$ cat src/rtl/mult_unit.sv
// Unsigned sequential shift-add multiplier for the MULTU path.
// WIDTH iterations per product. HI/LO change only when a product completes,
// so rd_data never shows partial results. stall holds MULTU/MFHI/MFLO in the
// pipeline while a multiply is still running.
module mult_unit #(
    parameter int WIDTH = 32
) (
    input  logic             clk,
    input  logic             rst,
    input  logic             mult_enable,
    input  logic [WIDTH-1:0] a,
    input  logic [WIDTH-1:0] b,
    input  logic             sfmux_high,
    input  logic             sf2reg,
    output logic [WIDTH-1:0] rd_data,
    output logic             busy,
    output logic             done,
    output logic             stall
);

    localparam int CW = $clog2(WIDTH + 1);

    typedef enum logic {IDLE, RUN} state_t;

    state_t             state_q, state_d;
    logic [WIDTH-1:0]   mcand_q, mcand_d;
    logic [WIDTH-1:0]   hi_q, hi_d;
    logic [WIDTH-1:0]   lo_q, lo_d;
    // Upper half is the accumulator; lower half starts as the multiplier and
    // fills with product bits as it shifts right.
    logic [2*WIDTH-1:0] prod_q, prod_d;
    logic [CW-1:0]      cnt_q, cnt_d;
    logic               done_q, done_d;

    logic [WIDTH:0]     sum;
    logic [2*WIDTH-1:0] prod_nx;
    logic               last_iter;

    // One shift-add step: conditional add into the upper half with carry, then shift right.
    always_comb begin
        sum       = {1'b0, prod_q[2*WIDTH-1:WIDTH]} + (prod_q[0] ? {1'b0, mcand_q} : '0);
        prod_nx   = {sum, prod_q[WIDTH-1:1]};
        last_iter = (cnt_q == CW'(WIDTH - 1));
    end

    // Next-state logic: accept a start in IDLE, iterate in RUN, commit HI/LO on the last step.
    always_comb begin
        state_d = state_q;
        mcand_d = mcand_q;
        hi_d    = hi_q;
        lo_d    = lo_q;
        prod_d  = prod_q;
        cnt_d   = cnt_q;
        done_d  = 1'b0;
        case (state_q)
            IDLE: begin
                if (mult_enable) begin
                    mcand_d = a;
                    prod_d  = {{WIDTH{1'b0}}, b};
                    cnt_d   = '0;
                    state_d = RUN;
                end
            end
            RUN: begin
                prod_d = prod_nx;
                cnt_d  = cnt_q + CW'(1);
                if (last_iter) begin
                    hi_d    = prod_nx[2*WIDTH-1:WIDTH];
                    lo_d    = prod_nx[WIDTH-1:0];
                    done_d  = 1'b1;
                    state_d = IDLE;
                end
            end
            default: state_d = IDLE;
        endcase
    end

    // State registers; reset aborts any multiply in flight and clears HI/LO.
    always_ff @(posedge clk or posedge rst) begin
        if (rst) begin
            state_q <= IDLE;
            mcand_q <= '0;
            hi_q    <= '0;
            lo_q    <= '0;
            prod_q  <= '0;
            cnt_q   <= '0;
            done_q  <= 1'b0;
        end else begin
            state_q <= state_d;
            mcand_q <= mcand_d;
            hi_q    <= hi_d;
            lo_q    <= lo_d;
            prod_q  <= prod_d;
            cnt_q   <= cnt_d;
            done_q  <= done_d;
        end
    end

    // Outputs: result mux and the stall request to the datapath.
    always_comb begin
        busy    = (state_q == RUN);
        done    = done_q;
        stall   = busy & (mult_enable | sf2reg);
        rd_data = sfmux_high ? hi_q : lo_q;
    end

endmodule

$ cat config.mk
export PLATFORM = sky130hd
export DESIGN_NAME = mult_unit
export DESIGN_NICKNAME = d
export VERILOG_FILES = /design/src/rtl/mult_unit.sv
export SDC_FILE = /design/constraint.sdc
export NUM_CORES = 1
export LEC_CHECK = 0
export CAP_MARGIN = 20
export CORE_MARGIN = 1
export CORE_UTILIZATION = 51
export DETAILED_ROUTE_END_ITERATION = 10
export MAX_ROUTING_LAYER = met4
export PLACE_DENSITY = 0.77
export SYNTH_ARGS = -nofsm -noshare
export SYNTH_HDL_FRONTEND = slang
export SYNTH_SLANG_ARGS = --single-unit
$ cat constraint.sdc
create_clock -name clk -period 6.13 [get_ports clk]
set_input_delay 1.839 -clock clk [delete_from_list [all_inputs] [get_ports clk]]
set_output_delay 1.839 -clock clk [all_outputs]
set_load 0.01 [all_outputs]
==> results <==
[worst max path at each step]
stage	start	to	slack, ps
2_1_floorplan	sfmux_high	rd_data[10]	1540
3_3_place_gp	sfmux_high	rd_data[1]	750
3_5_place_dp	sfmux_high	rd_data[13]	710
4_1_cts	sfmux_high	rd_data[13]	710
5_1_grt	sfmux_high	rd_data[1]	660
6_report	sfmux_high	rd_data[8]	690
[where the power goes]
group | total [mW] | switching [mW] | leakage, nW | internal, mW
Clock | 1.08 | 0.468 | 0.274 | 0.616
Sequential | 2.01 | 0.366 | 2.12 | 1.65
Combinational | 2.61 | 1.42 | 2.86 | 1.19
[critical path: stages]
cell and delay (ps):
clkdlybuf4s50_1 450, buf_4 390, mux2_2 400, clkdlybuf4s50_1 490
[cell families (layout without fill, tap and decap cells)]
family / Yosys count / after routing / synth area share (%)
xor gates and xnor gates: 28 / 28 / 2.740
DFF: 168 / 168 / 46.97
AOI/OAI and AO/OA: 172 / 172 / 12.96
adders and majority gates: 34 / 34 / 4.837
and+or+nand+nor: 424 / 424 / 20.20
muxes: 75 / 75 / 9.031
buffers and inverters: 68 / 160 / 3.257
[placed cells by master (no fill, tap or decap), types with 7 or more instances in the layout]
cell	count
nand2_1	308
dfrtp_1	167
clkdlybuf4s50_1	102
o21ai_0	51
mux2_2	42
and2_1	36
ha_1	33
mux2i_1	32
a21oi_1	30
nor2_1	24
a22o_1	24
xnor2_1	17
clkbuf_16	17
nand3_1	16
buf_4	12
a21o_1	11
xor2_1	11
inv_1	8
nand4_1	8
nor3_1	7
[area by class of cell]
cell class | count | area, µm² | area share [%]
clock buffer | 19 | 442.9 | 4.122
multi-input combinational | 733 | 4462 | 41.52
timing repair buffer | 117 | 1164 | 10.83
tap | 225 | 281.5 | 2.620
clock inverter | 13 | 145.1 | 1.351
inverter | 11 | 45.04 | 0.4192
sequential | 168 | 4205 | 39.14
[through the flow]
step / util [%] / setup slack [ps] / instances / hold slack, ps
finish: 62.34 / 691.6 / 1286 / 466.5
global route: 62.34 / 661.6 / 1286 / 486.0
CTS: 62.14 / 711.0 / 1284 / 472.5
detailed placement: 58.73 / 712.3 / 1252 / 455.6
global placement: 58.73 / 753.1 / 1252 / 453.5
floorplan: - / 1538 / 969 / 437.4
[sequential cells by signal, indices dropped and copies added (netlist names)]
| register | count |
|---|---|
| lo_q | 32 |
| hi_q | 32 |
| cnt_q | 6 |
| done | 1 |
| prod_q | 64 |
| busy | 1 |
| mcand_q | 32 |
[layer usage]
metal | GRT usage [%] | share of wire, %
met5 | - | 0
met3 | 3.866 | 4.7
met1 | 32.98 | 44
met2 | 41.34 | 48
met4 | 10.05 | 2.9
==> out/metrics.cfg <==
[setup_path]
path_class = in2out
crit_fanout = 32
arrival_ps = 3600
r2r_cells = 12
required_ps = 4290
r2r_end = hi_q[29]
cp-end-kind = output port
critPathLaunchType = input port
r2r_slack_ps = 2300
reg2reg_from = prod_q[0]

[global_route]
antenna_found_initial = 0
grt_max_degree = 59
grt_pass1_wl_um = 35300
grt_pass1_vias = 7031
overflow = 0
grtUsageTotal_pct = 25.74

[floorplanning]
core-area_mm2 = 0.01724
die_h_um = 134.5
start_util_pct = 51.92
die_area_mm2 = 0.01808
fp-row-count = 48
dieWidth_um = 134.5
ios = 104

[detailed_routing]
antenna_left = 0
via_per_inst = 5.628
drt_iter0_drc = 506
vias = 7237
wl_per_cell_um = 16.83
drc = 0
routed_wl_um = 21640
drt-pass1-iter-count = 5

[sta]
drv_slew = 0
hold_viol_final = 0
relSlewSlack_pct = 45.43
rsz0062_at_grt = no
worstMarginPinSlew_ps = 818.5
finalSetupViolCount = 0
period_needed_ps = 5438
finClkSkew_ps = 8.160
period_share_pct = 88.72
fin_tns_setup_ps = 0
fmax_ghz = 0.1839

[yosys]
synth.most_common_cell = nand2_1
synth.area.top_cells = dfrtp_1, nand2_1, mux2_2
synthCells = 969
yosys_most_used_dff = dfrtp_1
yosys_register_bits = 168
netlist_top_cells_count = nand2_1, dfrtp_1, o21ai_0
synth_cell_types = 64
synth_area_mm2 = 0.008950
async_flop_share_pct = 100.0
ys_warn_count = 0
synth_top_area_cell = dfrtp_1
synth_edf_count = 0
yosysTopAreaCellShare_pct = 46.97
syn-mean-instance-area_um2 = 9.236
syn-num-nets = 1072
seq_area_frac_synth_pct = 46.97

[placement]
hpwl_um = 14820
placement.io_buffers = 103
placed_cell_area_mm2 = 0.01012
gp_congestion = 0.9437

[cells_and_area]
n_antenna_cell = 0
fill_cells = 1481
fin_area_mm2 = 0.01075
drive_above_1_share_pct = 10.27
fin_nets = 1151
area.growth.synth_to_final_pct = 20.06

[clock_tree]
worst_skew_pair.late_latency_ps = 430
post-cts-setup-buffers = 0
post_cts_resize_count = 0
clk_pin_slew_ps = 70
cts_root_buffer = clkbuf_16
clock-sinks = 168
cts_tree = built
postCtsHoldBufs = 0
cts_buffer_depth = 2
cts_made_buffers = 17
htreeDepth = 4

[job]
max-cap-violations = 0

[power_and_ir_drop]
totalPowerFinal_mw = 5.703
powerDensity_mw_per_mm2 = 530.7
cellLeakagePower_nw = 5.252
vdd_ir_drop_max_mv = 0.3275

[outcome]
outcome = finished clean

[hold_path]
hold_class = reg2reg
hold_depth = 2
holdPathEnd = mcand_q[5]
hold_start = mcand_q[5]

Note: power is estimated with default switching activity, not from simulation.
